$ cat src/rtl/alu_sequencer.sv
// Multi-cycle control sequencer for the 8-bit ALU: decodes 9-bit instructions,
// owns the flag/overflow status registers, steers write-back and runs the LW/SW handshake.
module alu_sequencer #(
   parameter int unsigned MEM_TIMEOUT = 16
) (
   input  logic       CLK,
   input  logic       RESET_N,
   input  logic [8:0] INSTR,
   input  logic       INSTR_VALID,
   output logic       INSTR_READY,
   output logic [2:0] ALU_OP,
   output logic [2:0] ALU_FUNC,
   output logic       ALU_FLAG_IN,
   output logic       ALU_OVF_IN,
   input  logic [7:0] ALU_RESULT,
   input  logic       ALU_FLAG_OUT,
   input  logic       ALU_OVF_OUT,
   output logic [2:0] RF_RA,
   output logic [2:0] RF_RB,
   output logic       RF_WE,
   output logic [7:0] RF_WDATA,
   output logic       MEM_REQ,
   output logic       MEM_WE,
   output logic [7:0] MEM_ADDR,
   input  logic       MEM_ACK,
   input  logic [7:0] MEM_RDATA,
   output logic       DONE,
   output logic       ERR,
   output logic [1:0] STATE_DBG
);

   typedef enum logic [1:0] {
      S_IDLE = 2'd0,
      S_EXEC = 2'd1,
      S_MEM  = 2'd2
   } state_t;

   localparam logic [2:0] OP_LW  = 3'd0;
   localparam logic [2:0] OP_SW  = 3'd1;
   localparam logic [2:0] OP_ADD = 3'd2;
   localparam logic [2:0] OP_SUB = 3'd3;
   localparam logic [2:0] OP_CEQ = 3'd4;
   localparam logic [2:0] OP_CLT = 3'd5;
   localparam logic [2:0] OP_SEI = 3'd6;
   localparam logic [2:0] OP_OTY = 3'd7;

   // Last wait-counter value before the request is abandoned.
   localparam logic [7:0] TIMEOUT_LAST = 8'(MEM_TIMEOUT - 1);

   state_t     state_q, state_d;
   logic [8:0] instr_q, instr_d;
   logic       flag_q, flag_d;
   logic       ovf_q, ovf_d;
   logic       err_q, err_d;
   logic [7:0] mem_addr_q, mem_addr_d;
   logic       mem_we_q, mem_we_d;
   logic [7:0] wait_cnt_q, wait_cnt_d;
   logic       out_en_q;

   logic       ready;
   logic       rf_we;
   logic [7:0] rf_wdata;
   logic       done;
   logic       mem_req;
   logic [2:0] op;

   assign op = instr_q[8:6];

   // Handshake: an instruction transfers on a rising edge where INSTR_VALID and
   // INSTR_READY are both high; READY is only high in IDLE, VALID may be held.
   always_ff @(posedge CLK or negedge RESET_N) begin
      if (!RESET_N) begin
         state_q    <= S_IDLE;
         instr_q    <= 9'd0;
         flag_q     <= 1'b0;
         ovf_q      <= 1'b0;
         err_q      <= 1'b0;
         mem_addr_q <= 8'd0;
         mem_we_q   <= 1'b0;
         wait_cnt_q <= 8'd0;
         out_en_q   <= 1'b0;
      end else begin
         state_q    <= state_d;
         instr_q    <= instr_d;
         flag_q     <= flag_d;
         ovf_q      <= ovf_d;
         err_q      <= err_d;
         mem_addr_q <= mem_addr_d;
         mem_we_q   <= mem_we_d;
         wait_cnt_q <= wait_cnt_d;
         out_en_q   <= 1'b1;
      end
   end

   always_comb begin
      state_d    = state_q;
      instr_d    = instr_q;
      flag_d     = flag_q;
      ovf_d      = ovf_q;
      err_d      = err_q;
      mem_addr_d = mem_addr_q;
      mem_we_d   = mem_we_q;
      wait_cnt_d = wait_cnt_q;
      ready      = 1'b0;
      rf_we      = 1'b0;
      rf_wdata   = 8'd0;
      done       = 1'b0;
      mem_req    = 1'b0;

      case (state_q)
         S_IDLE: begin
            ready = out_en_q;
            if (INSTR_VALID && out_en_q) begin
               instr_d = INSTR;
               state_d = S_EXEC;
            end
         end

         S_EXEC: begin
            case (op)
               OP_ADD, OP_SUB, OP_OTY: begin
                  rf_we    = 1'b1;
                  rf_wdata = ALU_RESULT;
                  ovf_d    = ALU_OVF_OUT;
                  done     = 1'b1;
                  state_d  = S_IDLE;
               end
               OP_SEI: begin
                  rf_we    = 1'b1;
                  rf_wdata = ALU_RESULT;
                  done     = 1'b1;
                  state_d  = S_IDLE;
               end
               OP_CEQ, OP_CLT: begin
                  flag_d  = ALU_FLAG_OUT;
                  ovf_d   = 1'b0;
                  done    = 1'b1;
                  state_d = S_IDLE;
               end
               default: begin
                  // LW/SW: the ALU computed the address this cycle; hold it for the request.
                  mem_addr_d = ALU_RESULT;
                  mem_we_d   = (op == OP_SW);
                  wait_cnt_d = 8'd0;
                  state_d    = S_MEM;
               end
            endcase
         end

         S_MEM: begin
            mem_req = 1'b1;
            if (MEM_ACK) begin
               if (!mem_we_q) begin
                  rf_we    = 1'b1;
                  rf_wdata = MEM_RDATA;
               end
               done    = 1'b1;
               state_d = S_IDLE;
            end else if (wait_cnt_q == TIMEOUT_LAST) begin
               err_d   = 1'b1;
               done    = 1'b1;
               state_d = S_IDLE;
            end else begin
               wait_cnt_d = wait_cnt_q + 8'd1;
            end
         end

         default: state_d = S_IDLE;
      endcase
   end

   assign INSTR_READY = ready;
   assign ALU_OP      = instr_q[8:6];
   assign ALU_FUNC    = instr_q[2:0];
   assign RF_RA       = instr_q[5:3];
   assign RF_RB       = instr_q[2:0];
   assign ALU_FLAG_IN = flag_q;
   assign ALU_OVF_IN  = ovf_q;
   assign RF_WE       = rf_we;
   assign RF_WDATA    = rf_wdata;
   assign MEM_REQ     = mem_req;
   assign MEM_WE      = mem_we_q & mem_req;
   assign MEM_ADDR    = mem_addr_q;
   assign DONE        = done;
   assign ERR         = err_q;
   assign STATE_DBG   = state_q;

endmodule

$ cat config.mk
export PLATFORM = sky130hd
export DESIGN_NAME = alu_sequencer
export DESIGN_NICKNAME = d
export VERILOG_FILES = /design/src/rtl/alu_sequencer.sv
export SDC_FILE = /design/constraint.sdc
export NUM_CORES = 1
export LEC_CHECK = 0
export BUFFER_PORTS_ARGS = -buffer_cell sky130_fd_sc_hd__buf_2
export CAP_MARGIN = 20
export CORE_MARGIN = 1.5
export CORE_UTILIZATION = 43
export CTS_CLUSTER_DIAMETER = 40
export DETAILED_ROUTE_END_ITERATION = 6
export GPL_ROUTABILITY_DRIVEN = 0
export GPL_TIMING_DRIVEN = 0
export PLACE_DENSITY_LB_ADDON = 0.25
export RECOVER_POWER = 50
export REMOVE_ABC_BUFFERS = 1
export SLEW_MARGIN = 0
export SYNTH_ARGS = -nofsm -noshare
export SYNTH_HDL_FRONTEND = slang
export SYNTH_SLANG_ARGS = --single-unit
$ cat constraint.sdc
create_clock -name CLK -period 1.6 [get_ports CLK]
set_clock_uncertainty 0.05 [all_clocks]
set_input_delay 0.24 -clock CLK [delete_from_list [all_inputs] [get_ports CLK]]
set_output_delay 0.24 -clock CLK [all_outputs]
set_load 0.01 [all_outputs]
# == Yosys cells after proc, flatten, opt, wreduce, memory -nomap -nowiden ==
# Index checks and enable logic that the tools add are counted.
# word_totals
register_bits,32
out_inout_bits,38
wordCells,67
# classes
add_sub_neg,1
eq_ne,15
n_mux,24
n_bitwise,3
n_reduce_logical,15
# ops
operator,count
8-bit two-way mux,6
8-bit case mux with 2 select lines,2
3-bit == test (second input constant),4
2-bit AND reduction,5
8-bit by 1-bit adder with 8-bit output (second input constant),1
8-bit by 4-bit == test with 1-bit output (second input constant),1
1-bit two-way mux,8
2-bit two-way mux,4
2-bit inequality test (second input constant),4
3-bit by 2-bit == test with 1-bit output (second input constant),2
1-bit case mux with 2 select lines,3
2-bit case mux with 3 select lines,1
6-bit OR reduction,1
4-bit AND reduction,1
2-bit nonzero test,2
4-bit OR reduction,1
3-bit by 1-bit == test with 1-bit output (second input constant),1
3-bit inequality test (second input constant),1
3-bit AND reduction,1
3-bit OR reduction,1
2-bit by 1-bit == test with 1-bit output (second input constant),1
2-bit == test (second input constant),1
2-bit logical NOT,1
1-bit NOT,2
other kinds (3),3

# == Depth between registers and ports, before layout ==
# logic_depth
depth_word,4
depth_mapped,7
ltp_nobuf,6

# == Worst setup path before layout ==
# OpenSTA, ideal clock, no wires.
# synth_path
path_kind,register -> output
startpoint,register state_q[0] (netlist: STATE_DBG[0])
endpoint,output port RF_WDATA[0]
arrival_ns,1.575
required_time_ns,1.310
setup_slack_ns,-0.265
path_stages_with_launch,8
n_path_buf,1
path_cell_list,dfrtp_1 -> inv_1 -> ha_1 -> buf_6 -> nand2_1 -> nor2_2 -> a22oi_1 -> nor2_1
# synth_via
elab_chain_cells,2
word_cells_on_any_way,3
classes_between,eq/ne: 2; mux: 1
# synth_rtl
element,line_no,text
from (decl),50,"state_t state_q, state_d;"
from (signal assigned),83,state_q <= state_d;
2-bit == test / 2-bit by 1-bit == test with 1-bit output (equally long branches),110,case (state_q)
8-bit case mux with 2 select lines *,110,
to (decl),21,"output logic [7:0] RF_WDATA,"
# Every way passes the cells marked *; elsewhere a longest branch is shown, timed or not.

# == Worst setup path after layout ==
# layout_path
startpoint,register state_q[1] (netlist: STATE_DBG[1])
endpoint,register state_q[0] (netlist: STATE_DBG[0])
# layout_via
elab_chain_cells,3
word_cells_on_any_way,7
classes_between,eq/ne: 4; mux: 1; reduce/logical: 2
# layout_rtl
element,line_no
2-bit == test / 2-bit logical NOT (equally long branches),110
3-bit inequality test (no line) / 2-bit inequality test (equally long branches),-
2-bit AND reduction (no line),-
# Parallel ways exist; a longest one is shown, timed or not.
# A chain may end at the register's enable or synchronous reset.

==> out/results.ini <==
[placed_design]
dpl.hpwl_mm = 2.73
portBuffers = 68
dp_cells = 255

[worst_setup_path]
start_kind = flip-flop
r2r-start = STATE_DBG[1]$_DFFE_PN0P_
worst_r2r_endpoint = STATE_DBG[0]$_DFFE_PN0P_
cp_top_family = buffers and inverters
cp_slowest_cell = dfrtp_1
cp_num_buf_inv = 3
critPathCaptureType = flip-flop
cp_cell_sequence = buf_6 -> ha_4 -> buf_4 -> buf_6 -> nand2b_1 -> a21oi_2 -> a21oi_2 -> mux2_2
worstPathArrival_ps = 1970
endpoint = STATE_DBG[0]$_DFFE_PN0P_
critPathLaunch = STATE_DBG[1]$_DFFE_PN0P_
critPathMaxStageDelay_ps = 420
critPathKind = reg -> reg
reg2reg_depth = 8
path_depth = 8
cp.required_ps = 1720
r2r_slack_ps = -250
critPathMaxFanout = 6

[grt]
use_met1_pct = 23.9
overflow = 0
grt_max_degree = 33
grt_pass1_vias = 1523
grt_pass1_wl_mm = 6.90
antenna_found_initial = 0
gr-usage-met3_pct = 6.64
top_usage_layer = met2
grt_usage_pct = 21.2
use_met2_pct = 37.4

[floorplanning]
die_w_um = 65.9
rows = 22
core-area_sq_um = 3740
die_area_sq_um = 4350
ios = 69
die_y_um = 65.9
start_util_pct = 45.5

[timing]
finalCriticalPeriod_ps = 1850
fmax_mhz = 541
slew_violations = 0
layout_setup_ws_ps = -247
holdWs_ps = 133
min_period_over_period_pct = 115
tightest_slew_ps = 816
setup_violations = 32
worst_slew_margin_rel_pct = 45.6
finalSetupTns_ps = -4240
rsz0062_at_grt = yes
hold_viol = 0

[status]
violations = negative setup slack
status = complete, but fails checks

[layout]
final_cell_mix = buf_2, dfrtp_1, clkbuf_1
syn_to_final_growth_pct = 48.8
layout_commonest_cell = buf_2
final-instance-count-excl-fill = 287
nNetsFinal = 274
nFillCells = 314
drive_above_1_share_pct = 54.8
antennaDiodeCount = 0

[cts]
cts-buffers-inserted = 5
cts.path.max_buffers = 2
cts_tree = done
clk_latency_ps = 280
clk_pin_slew_ps = 70
clockRootBuffer = clkbuf_8
clock_sinks = 32
cts-htree-levels = 2

[detailed_routing]
antenna_left = 0
drt_first_pass_iters = 4
drt_iter0_markers = 58
drt_wl_total_mm = 4.28
routed_via_density = 5.12
routedWlPerCell_um = 14.9
vias = 1470
drcViolationCount = 0

[synth]
ys.warnings.count = 0
synth_edf_count = 0
ys_seq_elements = 32
netlist_instances = 145
synth_area_sq_um = 1700
synth_flop_cell = dfrtp_1
synth_seq_area_share_pct = 47.0
synth.distinct_cells = 44
async_flop_share_pct = 100
avgSynthCellArea_sq_um = 11.7

[flow_run]
maxCapViolations = 0

[pwr]
power.leakage_nw = 1.17
ir_drop_mv = 1.05
power_density_nw_per_um2 = 1740

[min_path]
min-delay-start = INSTR[4]
hp-class = in -> reg

## metrics by stage
stage               cell area [sq um]  setup WS [ps]  power, mW  utilization [%]
finish                           2530           -247       4.41             67.7
global route                     2530           -337       4.67             67.7
CTS                              2500           -272       4.41             66.7
detailed placement               2060           -669       3.02             54.9
global placement                 2060           -593       2.96             54.9
floorplan                        1660           -389       2.39                -
## cell families after synthesis
group | Yosys count | synth area share (%)
AO/OA/AOI/OAI | 30 | 15.4
flip-flops | 32 | 47.0
multiplexers | 23 | 15.4
adder cells (fa/ha/maj) | 5 | 3.67
buffers and inverters | 10 | 3.60
AND/OR/NAND/NOR | 44 | 14.8
other | 1 | 0.220
## cells in the mapped netlist (2+ instances only)
master,count,area (sq um)
o21ai_0,3,15.0
nor3_1,2,10.0
mux2_2,21,236
ha_1,5,62.6
nor2_1,11,41.3
o21a_1,2,15.0
inv_1,3,11.3
dfrtp_1,32,801
nand3_1,5,25.0
nand2b_1,2,12.5
a22o_2,2,20.0
buf_4,4,30.0
a21oi_2,2,17.5
a22o_1,2,17.5
and2_1,3,18.8
a22oi_1,9,67.6
nand2_1,10,37.5
## worst min path at each step
stage / endpoint / cells past startpoint
after floorplan: ALU_FLAG_IN$_DFFE_PN0P_ / 0
after global placement: wait_cnt_q[0]$_DFFE_PN0P_ / 1
after detailed placement: wait_cnt_q[0]$_DFFE_PN0P_ / 1
after CTS: instr_q[4]$_DFFE_PN0P_ / 2
after global routing: ALU_FLAG_IN$_DFFE_PN0P_ / 2
final: instr_q[4]$_DFFE_PN0P_ / 2
## where the power goes
group | switching, mW | leakage, nW | internal [mW]
clock network | 0.302 | 0.0645 | 0.549
logic | 1.02 | 0.707 | 1.15
registers | 0.284 | 0.397 | 1.11
## final cells by class
| cell class | count | area, sq um | area share, % |
|---|---|---|---|
| sequential | 32 | 802 | 31.7 |
| inverter | 4 | 22.5 | 0.889 |
| tap | 48 | 60.1 | 2.37 |
| clock buffer | 7 | 96.3 | 3.80 |
| clock inverter | 1 | 30.0 | 1.19 |
| timing repair buffer | 90 | 515 | 20.3 |
| multi-input combinational | 105 | 1010 | 39.8 |
## repair_timing
item | in CTS | in global routing
endpoints found under the setup margin | 40 | 32
pin swaps | 13 | 6
hold endpoints to repair | 32 | 0
cloned | 2 | 0
hold buffers | 1 | 0
buffers inserted | 17 | 4
gates resized for setup | 38 | 7
## registers in the layout (all words and copies together), names as in the netlist
signal       cells
wait_cnt_q       8
ALU_FLAG_IN      1
instr_q          9
ALU_OVF_IN       1
out_en_q         1
STATE_DBG        2
ERR              1
MEM_ADDR         8
mem_we_q         1
## metal layers
metal,vias up,share of wire (%)
met3,4,4.4
met2,34,52
li1,710,-
met1,722,42
met5,-,0
met4,0,1.4
No activity file was read; power rests on OpenSTA's default activity.
